`config.mk`:
```
export PLATFORM = sky130hd
export DESIGN_NAME = fence_unit_flat
export DESIGN_NICKNAME = d
export VERILOG_FILES = /design/src/rtl/instr_type.sv /design/src/rtl/fence_unit_if.sv /design/src/rtl/fence_unit_watchdog.sv /design/src/rtl/fence_unit.sv /design/src/flat_wrapper.sv
export SDC_FILE = /design/constraint.sdc
export NUM_CORES = 1
export LEC_CHECK = 0
export CELL_PAD_IN_SITES_DETAIL_PLACEMENT = 1
export CELL_PAD_IN_SITES_GLOBAL_PLACEMENT = 2
export CORE_UTILIZATION = 42
export CTS_BUF_LIST = sky130_fd_sc_hd__clkbuf_16
export CTS_CLUSTER_SIZE = 12
export DETAILED_ROUTE_END_ITERATION = 16
export DONT_BUFFER_PORTS = 1
export GPL_ROUTABILITY_DRIVEN = 1
export PLACE_DENSITY_LB_ADDON = 0.3
export SYNTH_ARGS = -nofsm -noshare
export SYNTH_HDL_FRONTEND = slang
export SYNTH_SLANG_ARGS = --single-unit
export TNS_END_PERCENT = 10
```
`constraint.sdc`:
```
create_clock -name clk -period 4.7 [get_ports clk]
set_clock_uncertainty 0.1 [all_clocks]
set_input_delay 0.705 -clock clk [delete_from_list [all_inputs] [get_ports clk]]
set_output_delay 0.705 -clock clk [all_outputs]
set_load 0.05 [all_outputs]
```
`src/rtl/instr_type.sv`:
```
// Shared decode/execute types for the fence path: fence kinds, the fence
// sequencer states and the fetch offset used for the FENCE.I redirect.
package instr_type;

  typedef enum logic [1:0] {
    fk_invalid = 2'd0,
    fk_fence   = 2'd1,
    fk_fence_i = 2'd2
  } fence_kind_t;

  typedef enum logic [2:0] {
    IDLE    = 3'd0,
    DRAIN   = 3'd1,
    INV_REQ = 3'd2,
    FLUSH   = 3'd3,
    DONE    = 3'd4
  } fence_state_t;

  localparam int FENCE_NEXT_PC_OFFSET = 4;

endpackage

```
`src/rtl/fence_unit_if.sv`:
```
// Issue, LSU drain, icache invalidate and redirect signals of the fence unit.
// slave is the fence unit's view, master the surrounding pipeline's view.
interface fence_unit_if
  import instr_type::*;
#(
  parameter int XLEN = 32
);
  logic            valid_i;
  fence_kind_t     kind;
  logic [XLEN-1:0] pc;
  logic [3:0]      pred;
  logic [3:0]      succ;
  logic            ready_o;
  logic            busy_o;
  logic            sb_empty;
  logic            lsu_idle;
  logic            drain_req;
  logic            ic_inv_req;
  logic            ic_inv_ack;
  logic            flush_o;
  logic [XLEN-1:0] redirect_pc;
  logic            done_o;
  logic            illegal_o;
  logic            timeout_o;

  modport slave (
    input  valid_i, kind, pc, pred, succ, sb_empty, lsu_idle, ic_inv_ack,
    output ready_o, busy_o, drain_req, ic_inv_req, flush_o, redirect_pc,
           done_o, illegal_o, timeout_o
  );

  modport master (
    output valid_i, kind, pc, pred, succ, sb_empty, lsu_idle, ic_inv_ack,
    input  ready_o, busy_o, drain_req, ic_inv_req, flush_o, redirect_pc,
           done_o, illegal_o, timeout_o
  );
endinterface

```
`src/rtl/fence_unit_watchdog.sv`:
```
// Drain/invalidate watchdog for the fence unit; the module exists only when
// FENCE_TIMEOUT_EN is defined, matching the single place it is instantiated.
`ifdef FENCE_TIMEOUT_EN
module fence_watchdog #(
  parameter int unsigned TIMEOUT_CYCLES = 1024
) (
  input  logic clk,
  input  logic rst,
  input  logic active,
  input  logic restart,
  output logic fire,
  output logic timeout
);
  localparam int unsigned CW = $clog2(TIMEOUT_CYCLES + 1);

  logic [CW-1:0] cnt_q;

  // Fires during the last allowed waiting cycle so the FSM leaves on the
  // edge that completes TIMEOUT_CYCLES cycles of waiting.
  assign fire = active && (cnt_q == CW'(TIMEOUT_CYCLES - 1));

  always_ff @(posedge clk or negedge rst) begin
    if (!rst) begin
      cnt_q   <= '0;
      timeout <= 1'b0;
    end else begin
      if (restart) begin
        cnt_q <= '0;
      end else if (active) begin
        cnt_q <= cnt_q + 1'b1;
      end
      if (fire) begin
        timeout <= 1'b1;
      end
    end
  end
endmodule
`endif

```
`src/rtl/fence_unit.sv`:
```
// Execute-side FENCE / FENCE.I sequencer: drains LSU, invalidates icache,
// flushes and redirects. Optional watchdog enabled by FENCE_TIMEOUT_EN.
module fence_unit
  import instr_type::*;
#(
  parameter int XLEN           = 32,
  parameter int TIMEOUT_CYCLES = 1024
) (
  input logic         clk,
  input logic         rst,
  fence_unit_if.slave fif
);

  fence_state_t    state_q, state_d;
  fence_kind_t     kind_q;
  logic [XLEN-1:0] pc_q;
  logic            accept;
  logic            wd_fire;
  logic            timeout_w;
  logic            drain_d, inv_d, flush_d, done_d, illegal_d;
  logic            drain_q, inv_q, flush_q, done_q, illegal_q;
  logic [XLEN-1:0] redirect_q;

  assign accept = (state_q == IDLE) && fif.valid_i;

`ifdef FENCE_TIMEOUT_EN
  logic wd_active, wd_restart;

  assign wd_active  = (state_q == DRAIN) || (state_q == INV_REQ);
  assign wd_restart = ((state_d == DRAIN) || (state_d == INV_REQ)) &&
                      (state_d != state_q);

  fence_watchdog #(
    .TIMEOUT_CYCLES(TIMEOUT_CYCLES)
  ) u_watchdog (
    .clk    (clk),
    .rst    (rst),
    .active (wd_active),
    .restart(wd_restart),
    .fire   (wd_fire),
    .timeout(timeout_w)
  );
`else
  assign wd_fire   = 1'b0;
  assign timeout_w = 1'b0;
`endif

  always_ff @(posedge clk or negedge rst) begin
    if (!rst) begin
      state_q    <= IDLE;
      kind_q     <= fk_invalid;
      pc_q       <= '0;
      drain_q    <= 1'b0;
      inv_q      <= 1'b0;
      flush_q    <= 1'b0;
      done_q     <= 1'b0;
      illegal_q  <= 1'b0;
      redirect_q <= '0;
    end else begin
      state_q   <= state_d;
      drain_q   <= drain_d;
      inv_q     <= inv_d;
      flush_q   <= flush_d;
      done_q    <= done_d;
      illegal_q <= illegal_d;
      if (accept) begin
        kind_q <= fif.kind;
        pc_q   <= fif.pc;
      end
      if (state_q == FLUSH) begin
        redirect_q <= pc_q + XLEN'(FENCE_NEXT_PC_OFFSET);
      end
    end
  end

  always_comb begin
    state_d = state_q;
    case (state_q)
      IDLE: begin
        if (accept) begin
          case (fif.kind)
            fk_fence:   state_d = ((fif.pred == 4'd0) || (fif.succ == 4'd0)) ? DONE : DRAIN;
            fk_fence_i: state_d = DRAIN;
            default:    state_d = IDLE;
          endcase
        end
      end
      DRAIN: begin
        if (fif.sb_empty && fif.lsu_idle) begin
          state_d = (kind_q == fk_fence_i) ? INV_REQ : DONE;
        end
      end
      INV_REQ: begin
        if (fif.ic_inv_ack) begin
          state_d = FLUSH;
        end
      end
      FLUSH:   state_d = DONE;
      DONE:    state_d = IDLE;
      default: state_d = IDLE;
    endcase
    if (wd_fire) begin
      state_d = DONE;
    end
  end

  // Requests follow the next state so they rise on entry and drop on exit;
  // pulses follow the current state, giving the fixed completion latencies.
  always_comb begin
    drain_d   = (state_d == DRAIN);
    inv_d     = (state_d == INV_REQ);
    flush_d   = (state_q == FLUSH);
    done_d    = (state_q == DONE);
    illegal_d = accept && (fif.kind != fk_fence) && (fif.kind != fk_fence_i);
  end

  assign fif.ready_o     = (state_q == IDLE);
  assign fif.busy_o      = (state_q != IDLE);
  assign fif.drain_req   = drain_q;
  assign fif.ic_inv_req  = inv_q;
  assign fif.flush_o     = flush_q;
  assign fif.redirect_pc = redirect_q;
  assign fif.done_o      = done_q;
  assign fif.illegal_o   = illegal_q;
  assign fif.timeout_o   = timeout_w;

endmodule

```
`src/flat_wrapper.sv`:
```
// flat-port wrapper written by rule: the top's interface ports become plain ports
module fence_unit_flat import instr_type::*;
#(
  parameter int XLEN           = 32,
  parameter int TIMEOUT_CYCLES = 1024
)
  (clk, rst, fif_valid_i, fif_kind, fif_pc, fif_pred, fif_succ, fif_sb_empty, fif_lsu_idle, fif_ic_inv_ack, fif_ready_o, fif_busy_o, fif_drain_req, fif_ic_inv_req, fif_flush_o, fif_redirect_pc, fif_done_o, fif_illegal_o, fif_timeout_o);
  fence_unit_if #(.XLEN(XLEN)) fif_i ();
  input logic clk;
  input logic rst;
  input wire logic [$bits(fif_i.valid_i)-1:0] fif_valid_i;
  input wire logic [$bits(fif_i.kind)-1:0] fif_kind;
  input wire logic [$bits(fif_i.pc)-1:0] fif_pc;
  input wire logic [$bits(fif_i.pred)-1:0] fif_pred;
  input wire logic [$bits(fif_i.succ)-1:0] fif_succ;
  input wire logic [$bits(fif_i.sb_empty)-1:0] fif_sb_empty;
  input wire logic [$bits(fif_i.lsu_idle)-1:0] fif_lsu_idle;
  input wire logic [$bits(fif_i.ic_inv_ack)-1:0] fif_ic_inv_ack;
  output wire logic [$bits(fif_i.ready_o)-1:0] fif_ready_o;
  output wire logic [$bits(fif_i.busy_o)-1:0] fif_busy_o;
  output wire logic [$bits(fif_i.drain_req)-1:0] fif_drain_req;
  output wire logic [$bits(fif_i.ic_inv_req)-1:0] fif_ic_inv_req;
  output wire logic [$bits(fif_i.flush_o)-1:0] fif_flush_o;
  output wire logic [$bits(fif_i.redirect_pc)-1:0] fif_redirect_pc;
  output wire logic [$bits(fif_i.done_o)-1:0] fif_done_o;
  output wire logic [$bits(fif_i.illegal_o)-1:0] fif_illegal_o;
  output wire logic [$bits(fif_i.timeout_o)-1:0] fif_timeout_o;
  assign fif_i.valid_i = fif_valid_i;
  assign fif_i.kind = fif_kind;
  assign fif_i.pc = fif_pc;
  assign fif_i.pred = fif_pred;
  assign fif_i.succ = fif_succ;
  assign fif_i.sb_empty = fif_sb_empty;
  assign fif_i.lsu_idle = fif_lsu_idle;
  assign fif_i.ic_inv_ack = fif_ic_inv_ack;
  assign fif_ready_o = fif_i.ready_o;
  assign fif_busy_o = fif_i.busy_o;
  assign fif_drain_req = fif_i.drain_req;
  assign fif_ic_inv_req = fif_i.ic_inv_req;
  assign fif_flush_o = fif_i.flush_o;
  assign fif_redirect_pc = fif_i.redirect_pc;
  assign fif_done_o = fif_i.done_o;
  assign fif_illegal_o = fif_i.illegal_o;
  assign fif_timeout_o = fif_i.timeout_o;
  fence_unit #(.XLEN(XLEN), .TIMEOUT_CYCLES(TIMEOUT_CYCLES)) u_core (.clk(clk), .rst(rst), .fif(fif_i));
endmodule
```
==> impl_metrics.json <==
{
  "status": "finished, final reports clean",
  "clock_latency_ps": 330,
  "ys_seq_elements": 74,
  "use_met1_pct": 24.4,
  "die_x_um": 92.7,
  "power_mw": 3.19,
  "routedWlPerCell_um": 18.1,
  "p_per_area_mw_per_mm2": 813,
  "overflow": 0,
  "drtIter0Drc": 80,
  "hold_class": "in2async",
  "yosysWarnings": 0,
  "end_kind": "output port",
  "postRouteAntennaNets": 0,
  "peakVddDrop_mv": 0.269,
  "htreeDepth": 3,
  "grt_usage_pct": 19.2,
  "post_synth.cell_area_avg_um2": 10.6,
  "io_buffers": 0,
  "routed_wl_um": 7790,
  "ys_types": 43,
  "grt_max_degree": 75,
  "ctsResizeCount": 0,
  "clk_pin_slew_ps": 60,
  "ios": 88,
  "max_freq_ghz": 0.354,
  "synth_area_mm2": 0.00345,
  "period_share_pct": 60.2,
  "finalMaxSlewViolations": 0,
  "nets": 374,
  "power_leakage_nw": 1.64,
  "critical_path_class": "reg2out",
  "dieArea_mm2": 0.00859,
  "syn_nets": 377,
  "coreArea_mm2": 0.00785,
  "die_h_um": 92.7,
  "synth_top_area_share_pct": 53.6,
  "finalSetupViolCount": 0,
  "clkPwrFrac_pct": 25.7,
  "first_global_vias": 2494,
  "initial_utilization_pct": 44.0,
  "drc_errors": 0,
  "cts_buffer_depth": 2,
  "row_count": 32,
  "gp_congestion": 0.698,
  "tritoncts": "yes",
  "seqPwrFrac_pct": 52.9,
  "gr-usage-met2_pct": 30.9,
  "synth_commonest_cells": "dfrtp_1, nand2_1, mux2_2, o21ai_0, nand3_1",
  "drt_first_pass_iters": 4,
  "p_int_mw": 1.80,
  "num_antenna_cells": 0,
  "synth_seq_area_share_pct": 53.6,
  "crit_arrival_ps": 2020,
  "yosysMostFrequentCell": "dfrtp_1",
  "synth_area_leaders": "dfrtp_1, mux2_2, nand2_1",
  "area_growth_pct": 13.5,
  "switching_share_pct": 43.5,
  "dp_hpwl_um": 5510,
  "synth_edf_count": 0,
  "drv_cap": 0,
  "cp_max_fo": 9,
  "via_per_inst": 5.65,
  "cts.sinks": 74,
  "max_slew.worst_pin.slew_ps": 895,
  "worst_setup_path_start_kind": "flip-flop",
  "drive_above_1_share_pct": 17.1,
  "synthFlopType": "dfrtp_1",
  "synth_async_sr_flop_share_pct": 100,
  "rsz0062_at_grt": "no",
  "routed-via-count": 2430,
  "hold_viol": 0,
  "grt_pass1_wl_um": 12600,
  "p_comb_share_pct": 21.3,
  "globalRouteMet3Util_pct": 6.08,
  "antenna_found_initial": 0,
  "slew_headroom_pct": 40.3,
  "required_ps": 3890,
  "fin_tns_setup_ps": 0,
  "netlist_instances": 326,
  "cts_buffers": 9,
  "yosysTopAreaCell": "dfrtp_1",
  "root_buffer": "clkbuf_16",
  "top_usage_layer": "met2",
  "switchingPower_mw": 1.39,
  "period_needed_ps": 2830
}
-- sequential cells by signal (all words and copies together) (netlist names) --
| signal | count |
|---|---|
| u_core.fif.flush_o | 1 |
| u_core.fif.redirect_pc | 32 |
| u_core.fif.done_o | 1 |
| u_core.pc_q | 32 |
| u_core.fif.ic_inv_req | 1 |
| u_core.fif.illegal_o | 1 |
| u_core.state_q | 3 |
| u_core.fif.drain_req | 1 |
| u_core.kind_q | 2 |
-- placed cells by master (no fill, tap or decap), types with 3 or more instances in the layout --
cell	count
a31oi_1	12
and3_1	3
buf_4	3
bufinv_16	4
clkbuf_16	9
dfrtp_1	74
ha_1	3
inv_1	9
mux2_2	30
nand2_1	42
nand3_1	18
nand4_1	9
nor2_1	17
nor4_1	5
o21ai_0	21
o31ai_1	7
or3_1	5
or4_1	11
xnor2_1	6
xor2_1	7
-- stage by stage --
| step | instance area (um2) | instances | setup slack [ps] | utilization [%] | hold WS [ps] |
|---|---|---|---|---|---|
| final | 3920 | 430 | 1870 | 50.0 | 177 |
| after floorplan | 3450 | 326 | 1650 | - | 309 |
| after global routing | 3920 | 430 | 1810 | 50.0 | 188 |
| after CTS | 3920 | 430 | 1850 | 50.0 | 179 |
| after global placement | 3530 | 413 | 2220 | 45.0 | 311 |
| after detailed placement | 3530 | 413 | 2210 | 45.0 | 312 |
-- kinds of logic (layout without fill, tap and decap cells) --
| family | after synthesis | count (layout) | synth area share, % |
|---|---|---|---|
| buf+inv | 26 | 28 | 3.22 |
| xor+xnor | 13 | 13 | 3.30 |
| other cells | 1 | 1 | 0.109 |
| flops | 74 | 74 | 53.6 |
| mux | 30 | 30 | 9.78 |
| simple gates | 130 | 130 | 20.1 |
| fa+ha+maj | 3 | 3 | 1.09 |
| compound gates | 49 | 49 | 8.76 |
-- what timing repair did --
item                                    4_1_cts  5_1_grt
buffers inserted                              0        0
hold buffers                                  1        0
endpoints found under the setup margin        0        0
endpoints found under the hold margin        74        0
-- power by group through the flow --
stage          Clock (mW)  Sequential (mW)  Combinational (mW)
6_report            0.821             1.69               0.680
5_1_grt             0.864             1.74               0.769
4_1_cts             0.840             1.69               0.694
3_5_place_dp            0             1.71               0.676
3_3_place_gp            0             1.69               0.653
2_1_floorplan           0             1.58               0.586
-- layer usage --
metal	wire (um)	vias up
met5	0	-
met1	3430	1194
met4	93	0
met2	3810	60
met3	454	7
li1	-	1169
-- worst max-delay path, stage by stage (launching register included) --
cell and delay [ps]:
dfrtp_1 480, nor3_2 760, inv_1 460
-- worst paths after layout --
check                                  start                    endpoint  slack (ps)  cells after the start
setup / recovery           u_core.state_q[2]                  fif_busy_o        1870                      2
hold / removal                           rst  u_core.fif.redirect_pc[22]         180                      1
setup reg to reg           u_core.state_q[2]  u_core.fif.redirect_pc[18]        2470                      6
hold reg to reg               u_core.pc_q[0]   u_core.fif.redirect_pc[0]         370                      2
max in group asynchronous                rst   u_core.fif.redirect_pc[0]        4040                      1
min in group clk              u_core.pc_q[0]   u_core.fif.redirect_pc[0]         370                      2
-- final cells by class --
type	instances	area (um2)
Fill cell	882	3930
Clock inverter	7	133
Sequential cell	74	1850
Inverter	8	30.0
Timing Repair Buffer	4	50.0
Multi-Input combinational cell	226	1500
Tap cell	102	128
Clock buffer	9	225
No activity file was read; power rests on OpenSTA's default activity.
